--- config.mk ---
export PLATFORM = sky130hd
export DESIGN_NAME = burst_reader
export DESIGN_NICKNAME = d
export VERILOG_FILES = /design/src/rtl/burst_pkg.sv /design/src/rtl/burst_word_buffer.sv /design/src/rtl/burst_reader.sv
export SDC_FILE = /design/constraint.sdc
export NUM_CORES = 1
export LEC_CHECK = 0
export ABC_AREA = 1
export ABC_CLOCK_PERIOD_IN_PS = 3800
export CORE_ASPECT_RATIO = 2
export CORE_MARGIN = 2
export CORE_UTILIZATION = 50
export DETAILED_ROUTE_END_ITERATION = 16
export GPL_TIMING_DRIVEN = 0
export PLACE_DENSITY = 0.85
export SETUP_SLACK_MARGIN = 0.2
export SLEW_MARGIN = 10
export SYNTH_ARGS = -nofsm -noshare
export SYNTH_HDL_FRONTEND = slang
export SYNTH_SLANG_ARGS = --single-unit
--- constraint.sdc ---
create_clock -name clk -period 3.8 [get_ports clk]
set_input_delay 0.38 -clock clk [delete_from_list [all_inputs] [get_ports clk]]
set_output_delay 0.38 -clock clk [all_outputs]
set_load 0.01 [all_outputs]
--- src/rtl/burst_pkg.sv ---
// Shared types and constants for the debug-bus burst reader.
package burst_pkg;

    localparam int unsigned BURST_WORDS      = 4;
    localparam int unsigned OCTETS_PER_BURST = 32;
    localparam int unsigned ADDR_STEP        = 8;

    localparam logic [4:0] REG_ADDR_HI  = 5'd1;
    localparam logic [4:0] REG_ADDR_MID = 5'd2;
    localparam logic [4:0] REG_ADDR_LO  = 5'd3;
    localparam logic [4:0] REG_DATA     = 5'd4;
    localparam logic [4:0] REG_STATUS   = 5'd5;

    typedef enum logic [1:0] {
        StIdle,
        StReq,
        StFill,
        StReady
    } state_e;

endpackage

--- src/rtl/burst_word_buffer.sv ---
// Burst storage: one 64-bit write port, big-endian octet read port.
module burst_word_buffer
    import burst_pkg::*;
(
    input  logic        clk,
    input  logic        i_wr_en,
    input  logic [1:0]  i_wr_idx,
    input  logic [63:0] i_wr_data,
    input  logic [4:0]  i_rd_octet,
    output logic [7:0]  o_rd_octet
);

    logic [63:0] r_mem [BURST_WORDS];
    logic [63:0] w_word;
    logic [2:0]  w_lane;

    always_ff @(posedge clk) begin
        if (i_wr_en) begin
            r_mem[i_wr_idx] <= i_wr_data;
        end
    end

    // Octet 0 of a word is its most significant byte.
    always_comb begin
        w_word     = r_mem[i_rd_octet[4:3]];
        w_lane     = ~i_rd_octet[2:0];
        o_rd_octet = w_word[{w_lane, 3'b000} +: 8];
    end

endmodule

--- src/rtl/burst_reader.sv ---
// Debug-bus driven memory burst reader. Optional sequential streaming after the
// last octet is enabled by defining BURST_READER_PREFETCH_EN.
module burst_reader #(
    parameter logic [7:0]  CHIP_SEL    = 8'h0b,
    parameter int unsigned BURST_WORDS = 4
) (
    input  logic        clk,
    input  logic        reset,
    input  logic [15:0] dbus_addr,
    input  logic [7:0]  dbus_write_data,
    input  logic        dbus_write_enable,
    input  logic        dbus_read_enable,
    output logic [7:0]  dbus_read_data,
    output logic        mem_cmd,
    output logic        mem_cmd_en,
    output logic [20:0] mem_addr,
    output logic [7:0]  mem_data_mask,
    input  logic        mem_ready,
    input  logic [63:0] mem_rd_data,
    input  logic        mem_rd_data_valid
);

    import burst_pkg::*;

`ifdef BURST_READER_PREFETCH_EN
    localparam bit PREFETCH_EN = 1'b1;
`else
    localparam bit PREFETCH_EN = 1'b0;
`endif

    state_e      r_state, w_state_next;
    logic [20:0] r_mem_addr;
    logic [20:0] r_stage;
    logic [4:0]  r_rd_idx;
    logic [1:0]  r_fill_cnt;
    logic        r_pending;
    logic        r_data_valid;
    logic [7:0]  r_rd_data;

    logic        w_sel, w_wr, w_rd, w_wr_lo;
    logic [4:0]  w_off;
    logic [20:0] w_stage_next;
    logic [20:0] w_addr_inc;
    logic        w_rd_octet, w_rd_last;
    logic        w_word_we, w_last_word, w_relaunch;
    logic [7:0]  w_buf_octet;
    logic [7:0]  w_rd_mux;
    logic        w_busy;
    logic        w_unused;

    assign w_unused = ^dbus_addr[7:5];

    assign w_sel      = (dbus_addr[15:8] == CHIP_SEL);
    assign w_off      = dbus_addr[4:0];
    assign w_wr       = w_sel && dbus_write_enable;
    assign w_rd       = w_sel && dbus_read_enable;
    assign w_wr_lo    = w_wr && (w_off == REG_ADDR_LO);
    assign w_rd_octet = w_rd && (w_off == REG_DATA) && (r_state == StReady);
    assign w_rd_last  = w_rd_octet && (r_rd_idx == 5'(OCTETS_PER_BURST - 1));
    assign w_word_we  = (r_state == StFill) && mem_rd_data_valid;
    assign w_last_word = w_word_we && (r_fill_cnt == 2'(BURST_WORDS - 1));
    // A pending (or same-cycle) register-3 write discards the burst being filled.
    assign w_relaunch = w_last_word && (r_pending || w_wr_lo);
    assign w_addr_inc = r_mem_addr + 21'(ADDR_STEP);
    assign w_busy     = (r_state == StReq) || (r_state == StFill);

    // Address writes land in a staging register so an outstanding command stays stable.
    always_comb begin
        w_stage_next = r_stage;
        if (w_wr && (w_off == REG_ADDR_HI))  w_stage_next[20:16] = dbus_write_data[4:0];
        if (w_wr && (w_off == REG_ADDR_MID)) w_stage_next[15:8]  = dbus_write_data;
        if (w_wr_lo)                         w_stage_next[7:0]   = dbus_write_data;
    end

    always_comb begin
        w_state_next = r_state;
        unique case (r_state)
            StIdle:  if (w_wr_lo) w_state_next = StReq;
            StReq:   if (mem_ready) w_state_next = StFill;
            StFill: begin
                if (w_last_word) w_state_next = w_relaunch ? StReq : StReady;
            end
            StReady: begin
                if (w_wr_lo)        w_state_next = StReq;
                else if (w_rd_last) w_state_next = PREFETCH_EN ? StReq : StIdle;
            end
            default: w_state_next = StIdle;
        endcase
    end

    always_comb begin
        w_rd_mux = 8'h00;
        if (w_off == REG_DATA) begin
            w_rd_mux = (r_state == StReady) ? w_buf_octet : 8'h00;
        end else if (w_off == REG_STATUS) begin
            w_rd_mux = {6'b0, r_data_valid, w_busy};
        end
    end

    always_ff @(posedge clk) begin
        if (reset) begin
            r_state <= StIdle;
        end else begin
            r_state <= w_state_next;
        end
    end

    always_ff @(posedge clk) begin
        if (reset) begin
            r_mem_addr   <= '0;
            r_stage      <= '0;
            r_rd_idx     <= '0;
            r_fill_cnt   <= '0;
            r_pending    <= 1'b0;
            r_data_valid <= 1'b0;
            r_rd_data    <= 8'h00;
        end else begin
            r_stage <= w_rd_last ? w_addr_inc : w_stage_next;

            if (w_wr_lo && ((r_state == StIdle) || (r_state == StReady))) begin
                r_mem_addr <= w_stage_next;
            end else if (w_relaunch) begin
                r_mem_addr <= w_stage_next;
            end else if (w_rd_last) begin
                r_mem_addr <= w_addr_inc;
            end

            if (w_last_word) begin
                r_pending <= 1'b0;
            end else if (w_wr_lo && w_busy) begin
                r_pending <= 1'b1;
            end

            if (r_state == StReq) begin
                r_fill_cnt <= '0;
            end else if (w_word_we) begin
                r_fill_cnt <= r_fill_cnt + 2'd1;
            end

            if (w_last_word && !w_relaunch) begin
                r_data_valid <= 1'b1;
            end else if (w_rd_last || ((r_state == StReady) && w_wr_lo)) begin
                r_data_valid <= 1'b0;
            end

            if (w_wr_lo) begin
                r_rd_idx <= '0;
            end else if (w_rd_octet) begin
                r_rd_idx <= r_rd_idx + 5'd1;
            end

            if (w_rd) begin
                r_rd_data <= w_rd_mux;
            end
        end
    end

    burst_word_buffer u_buffer (
        .clk        (clk),
        .i_wr_en    (w_word_we),
        .i_wr_idx   (r_fill_cnt),
        .i_wr_data  (mem_rd_data),
        .i_rd_octet (r_rd_idx),
        .o_rd_octet (w_buf_octet)
    );

    assign dbus_read_data = r_rd_data;
    assign mem_cmd        = 1'b0;
    assign mem_cmd_en     = (r_state == StReq);
    assign mem_addr       = r_mem_addr;
    assign mem_data_mask  = 8'h00;

endmodule

==> impl_metrics.yaml, run 1 <==
worst_setup_path:
  crit_required_ps: 4290
  startpoint_type: "register"
  crit_path_end_kind: "register"
  crit_fanout: 20
  setup.worst_path.class: "register to register"
  cp_data_arrival_time_ps: 3160
yosys:
  netlist-cell-type-count: 36
  avgSynthCellArea_sq_um: 10.1
  synth_edf_count: 256
  synth.top_cell.area_share: 0.560
  netlist_instances: 1361
  synth.yosys.seq_area_share: 0.652
  ys.flop_type: "edfxtp_1"
  ys_ff_latch: 319
  synth_area_sq_um: 13700
  ys.warnings.count: 0
  async_flop_share: 0
  synth_area_leader_cell: "edfxtp_1"
  synth_area_leaders: "edfxtp_1 (56%), dfxtp_1 (9.2%), nand2_1 (7.6%), nand3_1 (6.2%), nor2_1 (5.3%)"
power_and_ir_drop:
  pwr-share-comb: 0.031
  seqPwrFrac: 0.524
  leakage_nw: 6.03
  p_int_mw: 5.76
  p_clk_frac: 0.445
  sw_frac_of_total: 0.200
  powerDensity_nw_per_um2: 434
  switchingPower_mw: 1.44
  peakVddDrop_mv: 0.406
run_status:
  outcome: "finished, final reports clean"
placement:
  port_buffers: 120
  place_inst: 1844
  place_area_sq_um: 15600
  place_hpwl_mm: 28.5
  gp_congestion: 0.939
cells_and_area:
  layout-drive-gt1-share: 0.0820
  area_growth_pct: 20.9
  final_util: 0.614
  layout.nets: 1632
  stdcell_area_sq_um: 16600
  diodes: 0
  instances_no_fill: 1896
timing:
  finalSetupTns_ps: 0
  tightest_slew_ps: 791
  max_slew_margin: 0.471
  finClkSkew_ps: 17.9
  post-route-period-util: 0.701
  fin_crit_ps: 2670
  final-hold-violation-count: 0
  slew_violations: 0
  setup_viol: 0
  rsz0062_at_grt: "false"
  fmax_ghz: 0.375
hold_path:
  min_path_type: "input port to register"
cts:
  ctsHoldBuffers: 0
  cts.clk_slew.worst_paths_ps: 70
  cts_sinks: 319
  cts_root_buf: "clkbuf_16"
  cts_resized: 0
  clock_latency_ps: 570
  postCtsSetupRepairBufs: 0
  cts_made_buffers: 28
  htree_levels: 1
  cts_buffer_depth: 3
  cts_tree: "yes"
drt:
  ant_nets: 0
  drt_wl_total_mm: 39.5
  avgViaCountPerCell: 5.66
  routedWlPerCell_um: 20.8
  first_pass_iters: 6
  remaining_drc_errors: 0
  vias: 10700
  drt_iter0_drc: 1071
global_route:
  grt_max_degree: 49
  grt_pass1_vias: 10800
  gr-total-overflow: 0
  grt_pass1_wl_mm: 59.6
  antenna_found_initial: 0
  grt_usage: 0.276
floorplanning:
  initial_core_util: 0.508
  die_x_um: 121
  io_pins: 133
  die-area_sq_um: 28900
  rows: 85
  die_h_um: 238
  core_area_sq_um: 27000
run:
  drv_cap: 0
-- synth_stat cells, drive strengths merged (3+ instances only) --
library cell    n
nand2         282
edfxtp        256
nor2          198
nand3         171
o21ai         109
inv            80
dfxtp          63
buf            49
a21oi          47
clkbuf         29
o211ai         23
ha             12
nand4           9
or2             9
nor3            7
o21a            5
clkinv          3
xor2            3
-- metrics by stage --
| stage | setup WS (ps) | hold slack (ps) | power [mW] |
|---|---|---|---|
| floorplan | -158 | 457 | 3.92 |
| global placement | -2480 | 452 | 4.07 |
| detailed placement | 1140 | 455 | 4.07 |
| CTS | 1140 | 417 | 7.22 |
| global route | 837 | 441 | 7.36 |
| finish | 1130 | 437 | 7.20 |
-- critical path, cell delays in order, from the launching register on --
cell and delay [ps]:
dfxtp_1 420, inv_1 130, ha_1 260, nand2_1 330
inv_1 80, nand2_1 130, inv_4 150, nand2_2 220
nand2_4 100, nor2_2 240, buf_2 310, nand2_1 70
a21oi_1 160
-- registers in the layout, summed over array words and instances, names as in the netlist, named ones only --
name            cells
r_rd_idx            5
r_stage            21
r_data_valid        1
r_state             2
dbus_read_data      8
r_fill_cnt          2
mem_addr           21
u_buffer.r_mem    256
r_pending           1
-- power by group through the flow --
stage	registers [mW]	clock network [mW]	logic, mW
final	3.77	3.20	0.226
after global routing	3.77	3.35	0.242
after CTS	3.77	3.22	0.223
after detailed placement	3.85	0	0.222
after global placement	3.85	0	0.215
after floorplan	3.85	0	0.0660
-- layer usage --
metal | global-route usage | up-vias | wire (um)
met3 | 0.0325 | 166 | 2250
met4 | 0.203 | 0 | 3300
li1 | - | 4980 | -
met2 | 0.517 | 539 | 21300
met5 | 0 | - | 0
met1 | 0.269 | 5046 | 12600
-- cells by family (layout without fill, tap and decap cells) --
group           Yosys count  count (layout)  synth area share
compound gates          187             187            0.0738
xor+xnor                  4               4           0.00255
fa+ha+maj                12              12            0.0109
buf+inv                 161             340            0.0503
flops                   319             319             0.652
other cells               1               9          0.000273
simple gates            677             677             0.210
-- cell type report --
cell class	instances	area, sq um
buffer	78	379
sequential	319	8950
clock buffer	31	733
inverter	83	314
clock inverter	21	302
tap	348	435
fill	2157	10400
timing repair buffer	127	1350
multi-input combinational	889	4140
-- layout by cell type (no fill, tap or decap), drive strengths merged, types with 9 or more instances in the layout --
cell type	count
ha	12
dfxtp	63
inv	83
nand3	171
clkinv	9
clkdlybuf4s50	120
buf	56
a21oi	47
or2	9
conb	9
o21ai	109
edfxtp	256
clkbuf	60
nor2	198
nand2	282
o211ai	23
nand4	9
-- final timing paths --
| check | cells after the start | endpoint | slack [ps] | startpoint |
|---|---|---|---|---|
| worst max register to register | 12 | mem_addr[15] | 1130 | r_state[0] |
| worst max-delay path | 12 | mem_addr[15] | 1130 | r_state[0] |
| worst min-delay path | 1 | u_buffer.r_mem[0][0] | 440 | mem_rd_data[0] |
| worst min register to register | 2 | dbus_read_data[2] | 470 | dbus_read_data[2] |
(Power assumes the default switching activity.)
==> run 2: changes to the inputs <==
Settings changed: ABC_CLOCK_PERIOD_IN_PS 3800 to 2200.
Clock period 3.8 ns to 2.2 ns, I/O delays scaled along.
==> run 2 against run 1 <==
Effect of this change:
- clock skew shrank 4.2 ps
- sequential share of layout area shrank 0.84 points
- die area is the same
- sequential power grew 73%
- core utilization grew 1.0 points
- sequential cell count is the same
- via count grew 1.8%
- setup slack lost 900 ps
==> impl_metrics.yaml, run 2 (synthesis results as in run 1) <==
timing:
  slew_violations: 0
  post-route-period-util: 0.892
  max_slew_margin: 0.454
  hold_ws_ps: 304
  tightest_slew_ps: 818
  finClkSkew_ps: 13.7
  fin_crit_ps: 1960
  final-hold-violation-count: 0
  setup_viol: 0
  fmax_ghz: 0.510
  rsz0062_at_grt: "true"
power_and_ir_drop:
  leakage_nw: 6.17
  peakVddDrop_mv: 0.674
  powerDensity_nw_per_um2: 710
  fin_total_pwr_mw: 12.0
cells_and_area:
  layout.nets: 1641
  layout-drive-gt1-share: 0.113
  final_cell_mix: "nand2_1 (274), edfxtp_1 (256), nor2_1 (187), nand3_1 (166), clkdlybuf4s50_1 (119)"
  area_growth_pct: 23.0
  regMostFlops: "u_buffer.r_mem"
  diodes: 0
  final_common_cell: "nand2_1"
  largest_register_ff_count: 256
drt:
  vias: 10900
  drt_iter0_drc: 1019
  first_pass_iters: 5
  routedWlPerCell_um: 20.9
  ant_nets: 0
  remaining_drc_errors: 0
  drt_wl_total_mm: 39.7
  avgViaCountPerCell: 5.74
cts:
  cts_made_buffers: 26
  cts_root_buf: "clkbuf_16"
  htree_levels: 1
  cts_sinks: 319
  cts_tree: "yes"
  cts.clk_slew.worst_paths_ps: 70
  clock_latency_ps: 550
  cts_buffer_depth: 3
  ctsHoldBuffers: 0
run_status:
  outcome: "finished, final reports clean"
worst_setup_path:
  crit_path_frequent_cell: "nand2_1"
  startpoint_type: "register"
  crit_path_end_kind: "register"
  setup.worst_path.class: "register to register"
  slowest_stage: "dfxtp_2"
  cp_data_arrival_time_ps: 2430
  crit_required_ps: 2670
  cp_slowest_stage_delay_ps: 360
  crit_chain: "clkbuf_8, nand2_1, nor2_1, ha_2, nand4_4, inv_4, buf_6, nand3_1, nand2_1, nand2_1, a21oi_2"
  crit_fanout: 10
floorplanning:
  rows: 85
  io_pins: 133
  core_area_sq_um: 27000
  initial_core_util: 0.508
  die-area_sq_um: 28900
  die_x_um: 121
  die_h_um: 238
placement:
  port_buffers: 120
  place_hpwl_mm: 28.0
  gp_congestion: 0.937
global_route:
  grt_usage: 0.274
  antenna_found_initial: 0
  grt_max_degree: 33
  grt_pass1_vias: 11200
  gr-total-overflow: 0
  grt_pass1_wl_mm: 59.4
hold_path:
  min_path_type: "input port to register"
run:
  drv_cap: 0
==> run 2: changes by cell type in the layout (fill, tap and decap cells not counted), sizes merged <==
cell	delta
clkinv	+1
buf	+1
clkinvlp	-1
dlygate4sd2	+1
inv	-4
bufinv	-1
clkbuf	+8
nor2	+2
clkdlybuf4s50	-1
==> run 2: layout make-up <==
type / count / area, sq um
multi-input combinational: 891 / 4270
sequential: 319 / 8960
fill: 2150 / 10100
timing repair buffer: 136 / 1460
tap: 348 / 435
clock buffer: 31 / 691
buffer: 78 / 514
clock inverter: 16 / 234
inverter: 83 / 322
==> run 2: layer usage <==
metal	routed length (um)	up-vias	track usage
li1	-	4993	-
met2	21000	623	0.487
met1	12400	5121	0.266
met4	3700	0	0.257
met3	2510	186	0.0349
met5	0	-	0
==> run 2: critical path, delay by kind of cell (launching register included) <==
| kind | cells | cell delay [ps] |
|---|---|---|
| adder cells (fa/ha/maj) | 1 | 230 |
| buffers and inverters | 3 | 460 |
| flip-flops | 1 | 360 |
| AND/OR/NAND/NOR | 6 | 650 |
| AO/OA/AOI/OAI | 1 | 160 |
==> run 2: stage by stage <==
step / worst slack [ps] / instances / utilization / area [sq um] / setup TNS [ps]
5_1_grt: 150 / 1902 / 0.625 / 16900 / 0
6_report: 238 / 1902 / 0.625 / 16900 / 0
3_5_place_dp: -235 / 1846 / 0.581 / 15700 / -7740
2_1_floorplan: -366 / 1369 / - / 13800 / -7360
3_3_place_gp: -1420 / 1837 / 0.573 / 15500 / -231850
4_1_cts: 171 / 1896 / 0.618 / 16700 / 0
==> run 2: timing repair <==
item / CTS / global route
gates resized for setup: 31 / 62
setup buffers: 1 / 6
cloned: 2 / 0
pin swaps: 3 / 5
endpoints found under the setup margin: 123 / 68
==> run 2: worst paths after layout <==
path | slack, ps | start | depth (start not counted) | endpoint
worst min-delay path | 300 | mem_rd_data[49] | 1 | u_buffer.r_mem[0][49]
worst min register to register | 470 | dbus_read_data[3] | 2 | dbus_read_data[3]
worst max register to register | 240 | r_rd_idx[2] | 11 | mem_addr[5]
worst max-delay path | 240 | r_rd_idx[2] | 11 | mem_addr[5]
==> run 2: where the power goes <==
group          total (mW)  switching [mW]  internal, mW  leakage [nW]
Clock                5.04            2.10          2.95         0.442
Combinational       0.407           0.211         0.196          2.92
Sequential           6.52          0.0118          6.51          2.81
==> run 3: changes to the inputs <==
Settings changed: CORE_ASPECT_RATIO 2 to default, DONT_BUFFER_PORTS from default to 1, PLACE_DENSITY 0.85 to 0.79, REMOVE_ABC_BUFFERS from default to 1.
==> run 3 against run 2 <==
Effect of this change:
- the run now ends with negative hold slack left
- non-clock buffer count fell by 99
- clock power rose by 12%
- count of clock-buffer cells in the layout rose by 10
- sequential power barely moved
- routed wire length fell by 7.6%
==> impl_metrics.yaml, run 3 (synthesis results as in run 1) <==
hold_path:
  holdCritStartpoint: "reset"
  whs_path_depth: 1
  min_path_type: "input port to register"
  min_to: "mem_addr[15]"
cts:
  cts.clk_slew.worst_paths_ps: 60
  cts_tree: "yes"
  clock_latency_ps: 530
  cts_buffer_depth: 3
  cts_made_buffers: 34
  cts_sinks: 319
  cts_root_buf: "clkbuf_16"
  htree_levels: 2
power_and_ir_drop:
  sw_frac_of_total: 0.206
  p_int_mw: 9.89
  switchingPower_mw: 2.56
  pwr-share-comb: 0.025
  peakVddDrop_mv: 0.777
  powerDensity_nw_per_um2: 754
  p_clk_frac: 0.451
  fin_total_pwr_mw: 12.5
  seqPwrFrac: 0.524
  leakage_nw: 6.07
timing:
  fin_crit_ps: 1990
  max_slew_margin: 0.458
  hold_ws_ps: -231
  fmax_ghz: 0.503
  slew_violations: 0
  setup_slack_ps: 213
  finalSetupTns_ps: 0
  tightest_slew_ps: 809
  setup_viol: 0
  rsz0062_at_grt: "true"
  post-route-period-util: 0.903
  final-hold-violation-count: 37
  finClkSkew_ps: 35.2
run_status:
  violations: "negative hold slack"
  outcome: "finished with violations"
worst_setup_path:
  r2r_cells: 13
  cp_data_arrival_time_ps: 2390
  rrSetupSlack_ps: 210
  setup.worst_path.class: "register to register"
  crit_path_end_kind: "register"
  crit_fanout: 5
  r2r-end: "r_state[0]"
  startpoint_type: "register"
  r2r_start: "r_rd_idx[0]"
  crit_required_ps: 2610
cells_and_area:
  area_growth_pct: 20.4
  final_common_cell: "nand2_1"
  final_cell_mix: "nand2_1 (272), edfxtp_1 (256), nor2_1 (187), nand3_1 (170), o21ai_0 (91)"
  final_util: 0.613
  instances_no_fill: 1815
  layout-drive-gt1-share: 0.104
  layout.nets: 1553
  fillers: 1958
  regMostFlops: "u_buffer.r_mem"
  largest_register_ff_count: 256
drt:
  first_pass_iters: 5
  routedWlPerCell_um: 20.2
  avgViaCountPerCell: 5.76
  remaining_drc_errors: 0
  vias: 10500
  drt_wl_total_mm: 36.7
  drt_iter0_drc: 1038
  ant_nets: 0
floorplanning:
  die_x_um: 170
  die_h_um: 170
  initial_core_util: 0.509
  core_area_sq_um: 27000
  rows: 60
  die-area_sq_um: 28800
  io_pins: 133
global_route:
  use_met2: 0.422
  grt_pass1_vias: 9922
  antenna_found_initial: 2
  grt_usage: 0.243
  grt_use_met1: 0.294
  grt_max_degree: 77
  gr-total-overflow: 0
  grt_pass1_wl_mm: 53.9
  grt_use_met3: 0.0637
  top_usage_layer: "met2"
placement:
  place_ws_ps: -1140
  place_inst: 1644
  gp_congestion: 0.879
  port_buffers: 0
  place_hpwl_mm: 18.7
run:
  drv_cap: 0
[run 3: changes by cell type in the layout (fill, tap and decap cells not counted), sizes merged, moves of 2 or more]
cell and delta:
clkdlybuf4s50 -119, diode +2, dlygate4sd3 +67, bufinv -3
clkinvlp -2, bufbuf +2, clkinv +8, inv +4
clkbuf -25, buf -13
[run 3: routing by layer]
layer	wire, um	share of wire	vias to the layer above
met4	958	0.026	0
met2	18500	0.50	531
met3	3470	0.095	89
met1	13800	0.38	5012
met5	0	0	-
li1	-	-	4819
[run 3: how the worst max path moves through the flow]
| stage | startpoint | endpoint | slack, ps | cells after the start |
|---|---|---|---|---|
| final | r_rd_idx[0] | r_state[0] | 210 | 13 |
| after global routing | r_rd_idx[0] | r_state[0] | 110 | 13 |
| after CTS | r_state[0] | mem_addr[19] | 130 | 14 |
| after detailed placement | r_rd_idx[1] | mem_addr[19] | -1140 | 11 |
| after global placement | register | dbus_read_data[4] | -5750 | 7 |
| after floorplan | register | dbus_read_data[4] | -2610 | 9 |
[run 3: power by group through the flow]
stage	sequential, mW	clock [mW]	combinational, mW
after CTS	6.52	5.63	0.263
after global placement	6.66	0	0.112
after global routing	6.52	5.91	0.347
final	6.52	5.62	0.317
after detailed placement	6.66	0	0.117
after floorplan	6.65	0	0.0927
[run 3: cell type report]
cell class	count	area, sq um	share of cell area
tap	341	427	0.0258
antenna	2	5.00	0.000303
sequential	319	8970	0.543
timing repair buffer	115	1360	0.0824
timing repair inverter	3	23.8	0.00144
clock inverter	20	206	0.0125
inverter	83	375	0.0227
clock buffer	41	877	0.0531
multi-input combinational	891	4280	0.259
[run 3: timing repair]
item / CTS / global route
pin swaps: 8 / 9
resized for setup: 29 / 27
endpoints found under the setup margin: 311 / 87
hold buffers: 66 / 1
endpoints found under the hold margin: 296 / 38
gates cloned: 5 / 4
buffers inserted: 20 / 12
[run 3: per-stage QoR]
stage / area, sq um / hold WS (ps)
after floorplan: 13400 / 289
after global placement: 13800 / 294
after detailed placement: 14100 / 296
after CTS: 16200 / -254
after global routing: 16500 / -247
final: 16500 / -231
[run 3: worst max-delay path, cell delays in order, from the launching register on]
cell and delay, ps:
dfxtp_4 360, buf_12 90, ha_1 150, inv_1 70
nor2_2 90, ha_2 220, nand4_4 180, buf_6 190
nand2_1 90, nand2_1 90, nand2_2 110, nand2_1 90
nand2_1 90, a21oi_1 60
